==> config.mk <==
export PLATFORM = sky130hd
export DESIGN_NAME = calc_core_flat
export DESIGN_NICKNAME = d
export VERILOG_FILES = /design/src/rtl/calc_if.sv /design/src/rtl/calc_core.sv /design/src/flat_wrapper.sv
export SDC_FILE = /design/constraint.sdc
export NUM_CORES = 1
export LEC_CHECK = 0
export CORE_MARGIN = 1
export CORE_UTILIZATION = 50
export CTS_CLUSTER_DIAMETER = 50
export DETAILED_ROUTE_END_ITERATION = 16
export PLACE_DENSITY = 0.7
export SLEW_MARGIN = 20
export SYNTH_ARGS = -nofsm -noshare
export SYNTH_HDL_FRONTEND = slang
export SYNTH_SLANG_ARGS = --single-unit
==> constraint.sdc <==
create_clock -name clk -period 5.7 [get_ports clk]
set_input_delay 0.57 -clock clk [delete_from_list [all_inputs] [get_ports clk]]
set_output_delay 0.57 -clock clk [all_outputs]
set_load 0.05 [all_outputs]
==> src/rtl/calc_if.sv <==
// Handshake/operand bundle between the parameter loader and calc_core.
// The loader side uses the master modport; the arithmetic core uses the slave modport.
interface calc_if #(
  parameter int WIDTH = 32
) ();

  logic signed [WIDTH-1:0]   a0;
  logic signed [WIDTH-1:0]   a1;
  logic                      start_calc;
  logic                      core_busy;
  logic signed [2*WIDTH-1:0] result;
  logic                      result_valid;
  logic [7:0]                out_pins;
  logic                      overflow;

  modport master (
    output a0,
    output a1,
    output start_calc,
    input  core_busy,
    input  result,
    input  result_valid,
    input  out_pins,
    input  overflow
  );

  modport slave (
    input  a0,
    input  a1,
    input  start_calc,
    output core_busy,
    output result,
    output result_valid,
    output out_pins,
    output overflow
  );

endinterface

==> src/rtl/calc_core.sv <==
// Signed WIDTH x WIDTH iterative shift-add multiplier with a constant WIDTH+2 cycle latency.
// Build option CALC_CORE_SAT_EN: out_pins saturates to signed 8 bits instead of wrapping.
module calc_core #(
  parameter int WIDTH = 32
) (
  input logic   clk,
  input logic   rst_n,
  calc_if.slave bus
);

  localparam int PW    = 2 * WIDTH;
  localparam int CNT_W = (WIDTH > 1) ? $clog2(WIDTH) : 1;

  localparam logic [1:0] ST_IDLE = 2'd0;
  localparam logic [1:0] ST_LOAD = 2'd1;
  localparam logic [1:0] ST_MUL  = 2'd2;
  localparam logic [1:0] ST_DONE = 2'd3;

  localparam logic [CNT_W-1:0] CNT_LAST = CNT_W'(WIDTH - 1);
  localparam logic [CNT_W-1:0] CNT_ONE  = CNT_W'(1);

  // Unsigned magnitude; the most negative value maps to 2^(WIDTH-1), which still fits.
  function automatic logic [WIDTH-1:0] magnitude(input logic [WIDTH-1:0] v);
    if (v[WIDTH-1]) begin
      magnitude = ~v + {{(WIDTH-1){1'b0}}, 1'b1};
    end else begin
      magnitude = v;
    end
  endfunction

`ifdef CALC_CORE_SAT_EN
  // Returns {clamped, pin_byte}: in range when every bit above bit 7 copies the sign.
  function automatic logic [8:0] sat_clamp(input logic [PW-1:0] r);
    if ((r[PW-1:7] == {(PW-7){1'b0}}) || (r[PW-1:7] == {(PW-7){1'b1}})) begin
      sat_clamp = {1'b0, r[7:0]};
    end else if (r[PW-1]) begin
      sat_clamp = {1'b1, 8'h80};
    end else begin
      sat_clamp = {1'b1, 8'h7F};
    end
  endfunction
`endif

  logic [1:0]       state_r;
  logic [1:0]       state_next_s;
  logic             start_q_r;
  logic             accept_s;
  logic             busy_r;
  logic             neg_r;
  logic [PW-1:0]    mcand_r;
  logic [WIDTH-1:0] mplier_r;
  logic [PW-1:0]    acc_r;
  logic [CNT_W-1:0] cnt_r;
  logic [PW-1:0]    acc_sum_s;
  logic [PW-1:0]    final_s;
  logic [8:0]       pin_s;
  logic [PW-1:0]    result_r;
  logic             result_valid_r;
  logic [7:0]       out_pins_r;
  logic             overflow_r;

  assign accept_s = (state_r == ST_IDLE) && bus.start_calc && !start_q_r;

  // Next-state selection for the IDLE/LOAD/MUL/DONE sequencer.
  always_comb begin
    state_next_s = ST_IDLE;
    case (state_r)
      ST_IDLE: begin
        if (accept_s) begin
          state_next_s = ST_LOAD;
        end else begin
          state_next_s = ST_IDLE;
        end
      end
      ST_LOAD: state_next_s = ST_MUL;
      ST_MUL: begin
        if (cnt_r == CNT_LAST) begin
          state_next_s = ST_DONE;
        end else begin
          state_next_s = ST_MUL;
        end
      end
      ST_DONE: state_next_s = ST_IDLE;
      default: state_next_s = ST_IDLE;
    endcase
  end

  // Partial-product add, and the signed result including the final iteration's term.
  always_comb begin
    acc_sum_s = acc_r;
    final_s   = {PW{1'b0}};
    pin_s     = 9'd0;
    if (mplier_r[0]) begin
      acc_sum_s = acc_r + mcand_r;
    end else begin
      acc_sum_s = acc_r;
    end
    if (neg_r) begin
      final_s = ~acc_sum_s + {{(PW-1){1'b0}}, 1'b1};
    end else begin
      final_s = acc_sum_s;
    end
`ifdef CALC_CORE_SAT_EN
    pin_s = sat_clamp(final_s);
`else
    pin_s = {1'b0, final_s[7:0]};
`endif
  end

  // Sequencer state, start edge history and the busy flag derived from the next state.
  always_ff @(posedge clk) begin
    if (!rst_n) begin
      state_r   <= ST_IDLE;
      start_q_r <= 1'b0;
      busy_r    <= 1'b0;
    end else begin
      state_r   <= state_next_s;
      start_q_r <= bus.start_calc;
      busy_r    <= (state_next_s != ST_IDLE);
    end
  end

  // Datapath: operand capture, shift-add iterations, and the result registers.
  always_ff @(posedge clk) begin
    if (!rst_n) begin
      neg_r          <= 1'b0;
      mcand_r        <= {PW{1'b0}};
      mplier_r       <= {WIDTH{1'b0}};
      acc_r          <= {PW{1'b0}};
      cnt_r          <= {CNT_W{1'b0}};
      result_r       <= {PW{1'b0}};
      result_valid_r <= 1'b0;
      out_pins_r     <= 8'h00;
      overflow_r     <= 1'b0;
    end else begin
      result_valid_r <= 1'b0;
      case (state_r)
        ST_IDLE: begin
          if (accept_s) begin
            mcand_r  <= {{WIDTH{1'b0}}, magnitude(bus.a0)};
            mplier_r <= magnitude(bus.a1);
            neg_r    <= bus.a0[WIDTH-1] ^ bus.a1[WIDTH-1];
          end
        end
        ST_LOAD: begin
          acc_r <= {PW{1'b0}};
          cnt_r <= {CNT_W{1'b0}};
        end
        ST_MUL: begin
          acc_r    <= acc_sum_s;
          mcand_r  <= mcand_r << 1;
          mplier_r <= mplier_r >> 1;
          cnt_r    <= cnt_r + CNT_ONE;
          // Register the result on the last iteration so it is visible in DONE.
          if (cnt_r == CNT_LAST) begin
            result_r       <= final_s;
            out_pins_r     <= pin_s[7:0];
            overflow_r     <= pin_s[8];
            result_valid_r <= 1'b1;
          end
        end
        ST_DONE: begin
          acc_r <= acc_r;
        end
        default: begin
          acc_r <= {PW{1'b0}};
        end
      endcase
    end
  end

  assign bus.core_busy    = busy_r;
  assign bus.result       = result_r;
  assign bus.result_valid = result_valid_r;
  assign bus.out_pins     = out_pins_r;
  assign bus.overflow     = overflow_r;

endmodule

==> src/flat_wrapper.sv <==
// flat-port wrapper written by rule: the top's interface ports become plain ports
module calc_core_flat 
#(
  parameter int WIDTH = 32
)
  (clk, rst_n, bus_a0, bus_a1, bus_start_calc, bus_core_busy, bus_result, bus_result_valid, bus_out_pins, bus_overflow);
  calc_if #(.WIDTH(WIDTH)) bus_i ();
  input logic clk;
  input logic rst_n;
  input wire logic [$bits(bus_i.a0)-1:0] bus_a0;
  input wire logic [$bits(bus_i.a1)-1:0] bus_a1;
  input wire logic [$bits(bus_i.start_calc)-1:0] bus_start_calc;
  output wire logic [$bits(bus_i.core_busy)-1:0] bus_core_busy;
  output wire logic [$bits(bus_i.result)-1:0] bus_result;
  output wire logic [$bits(bus_i.result_valid)-1:0] bus_result_valid;
  output wire logic [$bits(bus_i.out_pins)-1:0] bus_out_pins;
  output wire logic [$bits(bus_i.overflow)-1:0] bus_overflow;
  assign bus_i.a0 = bus_a0;
  assign bus_i.a1 = bus_a1;
  assign bus_i.start_calc = bus_start_calc;
  assign bus_core_busy = bus_i.core_busy;
  assign bus_result = bus_i.result;
  assign bus_result_valid = bus_i.result_valid;
  assign bus_out_pins = bus_i.out_pins;
  assign bus_overflow = bus_i.overflow;
  calc_core #(.WIDTH(WIDTH)) u_core (.clk(clk), .rst_n(rst_n), .bus(bus_i));
endmodule
==> results.md <==
* Status: completed
* Initial antenna violation count at 0
* Max_slew headroom at 0.251
* GRT Overall Usage at 0.332
* CP Data Required Time at 6.17 ns
* Cts hold-fix bufs at 0
* Post-CTS Setup Inserts at 0
* Syn avg cell area at 7.20 um2
* Metal3 WL at 4360 um
* Crit path cell chain: ha_1, inv_1, fa_1, nand2b_1, a21o_1, a21oi_1, a21oi_1, o32ai_1, nor2_1, xnor2_1, a2111oi_4, nand2_1, nor4_2, a31oi_1, xor2_1, a211oi_2
* DRT Pass-1 Iters at 6
* Seq pwr share at 0.343
* Commonest non-fill, non-tap cell in the layout: nand2_1
* Worst setup path class: register to register
* Clock transition at path regs at 0.06 ns
* Period utilization at 0.875
* Largest delay share family, worst path: compound AO/OA/AOI/OAI gates
* DRC errors left at 0
* Die area at 0.0357 mm2
* Post-DP HPWL at 44800 um
* Clk sink count at 235
* Internal Power at 0.00350 W
* RePlAce Congestion at 1.04
* Die height at 189 um
* Inst Count DP at 2872
* First-pass GRT wire length at 94400 um
* Post-CTS Resized at 0
* Slowest-stage cell, CP: o32ai_1
* ANT nets after route at 0
* Synth Instances at 2424
* Syn Nets at 2563
* Finish-stage setup viols at 0
* Vias in the first global route at 16.9k
* H-tree depth at 2
* DP Area at 0.0189 mm2
* # IOs at 142
* Initial DRC Count at 1700
* Antenna cell count at 0
* Switching part of the total at 0.314
* Hold Path Class: register to register
* Fill count at 3268
* Worst slew pin tran at 1.12 ns
* Sw Pwr at 0.00160 W
* Fmax at 200 MHz
* Largest net degree at the start of global routing at 127
* Max layer used: met4
* Crit end category: register
* Worst setup SP type: register
* Power density cells at 252 mW/mm2
* DRT Wirelength at 60100 um
* Final hold vios at 0
* Power share of the combinational group at 0.188
* WL met1 at 27200 um
* Average wire per standard cell at 20.5 um
* Design area at 0.0202 mm2
* Initial core utilization at 0.507
* Asr flop ratio synth at 0
* Internal reg-to-reg setup slack at 0.71 ns
* WP buf/inv at 1
* Worst-Skew Late Latency at 0.56 ns
* Critical Path Max Stage Delay at 0.79 ns
* Clock root cell: clkbuf_16
* Post-synthesis sequential area ratio at 0.269
* CTS tree: yes
* RSZ-0062 raised after global routing: no
* Share of post-route cells with drive strength above 1 at 0.0717
* Nets at 2594
* Via count at 18.3k
* Avg Vias per Cell at 6.23
* Mapped cell area at 0.0175 mm2
* Final min period at 4.99 ns
* Critical Path AT at 5.46 ns
* Max-cap violations at 0
* Core Box Area at 0.0345 mm2
* Leakage power at 7.60 nW
* Commonest cells after routing, fill and taps aside: nand2_1, a21oi_1, nor2_1, dfxtp_1, clkdlybuf4s50_1
* Final Max Slew Viols at 0
* Synth-to-Final Area Change at 15.7%
* Seq cells post-synth at 235
* Grt ovf at 0
* Distinct cell type count after synthesis at 97
* Number of enable flip-flop cells after synthesis at 0
* CTS Buffer Depth at 3
* Clock power share at 0.469
* I/O Buffers at 140
* Non-filler cells, final at 2937
* Post-synth top flop: dfxtp_1
* TNS Setup at 0 ns
* Crit Path Max Fanout at 5
* Warnings, synthesis at 0
* Inserted Clock Buffers at 36
* Die width at 189 um
* Met2 WL at 26300 um
* Skew final at 0.0227 ns
* FP Rows at 68
* CP most frequent cell: a21oi_1
* IR drop worst, VDD at 0.216 mV
## layer usage
| metal | global-route usage | up-vias |
|---|---|---|
| li1 | - | 8780 |
| met1 | 0.457 | 8649 |
| met2 | 0.518 | 743 |
| met3 | 0.0589 | 127 |
| met4 | 0.123 | 0 |
| met5 | 0 | - |
## sequential cells by signal (all words and copies together) (netlist names)
| signal | cells |
|---|---|
| u_core.neg_r | 1 |
| u_core.bus.result | 64 |
| u_core.acc_r | 64 |
| u_core.mcand_r | 64 |
| u_core.bus.result_valid | 1 |
| u_core.start_q_r | 1 |
| u_core.mplier_r | 32 |
| u_core.bus.core_busy | 1 |
| u_core.state_r | 2 |
| u_core.cnt_r | 5 |
## power by group through the flow
| stage | Sequential, W | Combinational, W | Clock, W |
|---|---|---|---|
| finish | 0.00175 | 0.000957 | 0.00239 |
| global route | 0.00175 | 0.00104 | 0.00249 |
| CTS | 0.00175 | 0.000941 | 0.00242 |
| detailed placement | 0.00178 | 0.000938 | 0 |
| global placement | 0.00178 | 0.000921 | 0 |
| floorplan | 0.00176 | 0.000667 | 0 |
## worst register-to-register path: stages (launching register included)
cell	delay, ns
dfxtp_1	0.36
ha_1	0.18
inv_1	0.05
fa_1	0.40
nand2b_1	0.20
a21o_1	0.23
a21oi_1	0.35
a21oi_1	0.21
o32ai_1	0.79
nor2_1	0.18
xnor2_1	0.22
a2111oi_4	0.50
nand2_1	0.12
nor4_2	0.48
a31oi_1	0.18
xor2_1	0.21
a211oi_2	0.24
## final cells by class
class / instances / area (um2) / area share
flip-flops and latches: 235 / 4710 / 0.233
multi-input cells: 1985 / 11900 / 0.591
clock buffers: 43 / 977 / 0.0484
clock inverters: 22 / 320 / 0.0159
inverters: 36 / 140 / 0.00694
well taps: 455 / 569 / 0.0282
repair buffers: 161 / 1550 / 0.0769
## stage by stage
step                utilization  setup WS [ns]  total power [W]  hold WS [ns]
global placement          0.549          0.970          0.00270         0.437
global route              0.586          0.476          0.00528         0.466
CTS                       0.586          0.848          0.00511         0.449
detailed placement        0.549          0.909          0.00272         0.444
floorplan                     -           1.99          0.00243         0.431
finish                    0.586          0.712          0.00510         0.448
## worst paths after layout
check / from / to / cells past startpoint
max: u_core.mcand_r[0]$_SDFFE_PN0P_ / u_core.bus.result[59]$_SDFFE_PN0P_ / 16
min reg2reg: u_core.bus.result[16]$_SDFFE_PN0P_ / u_core.bus.result[16]$_SDFFE_PN0P_ / 2
min: u_core.bus.result[16]$_SDFFE_PN0P_ / u_core.bus.result[16]$_SDFFE_PN0P_ / 2
max reg2reg: u_core.mcand_r[0]$_SDFFE_PN0P_ / u_core.bus.result[59]$_SDFFE_PN0P_ / 16
## synth_stat cells, drive strengths merged, types with 5 or more instances
library cell  number  area (um2)
o41ai             19         211
and2              12        75.1
nor3              43         230
nand4             45         309
and3              15        93.8
or4               15         116
o21a              17         128
xor2              96         841
a21o              36         270
mux2               6        67.6
inv               34         128
a211oi            15         128
a31oi             25         196
nor2             283        1060
a41oi              6        52.6
a21oi            298        1510
nand3             74         383
a21boi            12        90.1
or2               21         131
a22oi             20         150
o31ai             29         218
o22ai             26         163
nand2b            17         106
mux2i             21         210
nor4              15         160
o221ai            12         105
o21bai             8        60.1
ha                71         888
o21ai            158         802
o2111ai            5        61.3
a221oi             7        67.6
dfxtp            235        4700
nand2            377        1420
or3               28         180
nor2b             16         100
xnor2             39         342
clkbuf           111         419
buf               57         303
o211ai            16         120
o211a             23         230
## cell families after synthesis
family | after synthesis | synth area share
simple gates | 977 | 0.259
compound gates | 773 | 0.287
flops | 235 | 0.269
buf+inv | 204 | 0.0491
xor+xnor | 135 | 0.0677
fa+ha+maj | 72 | 0.0520
mux | 27 | 0.0159
other cells | 1 | 0.000215
(Power assumes the default switching activity.)
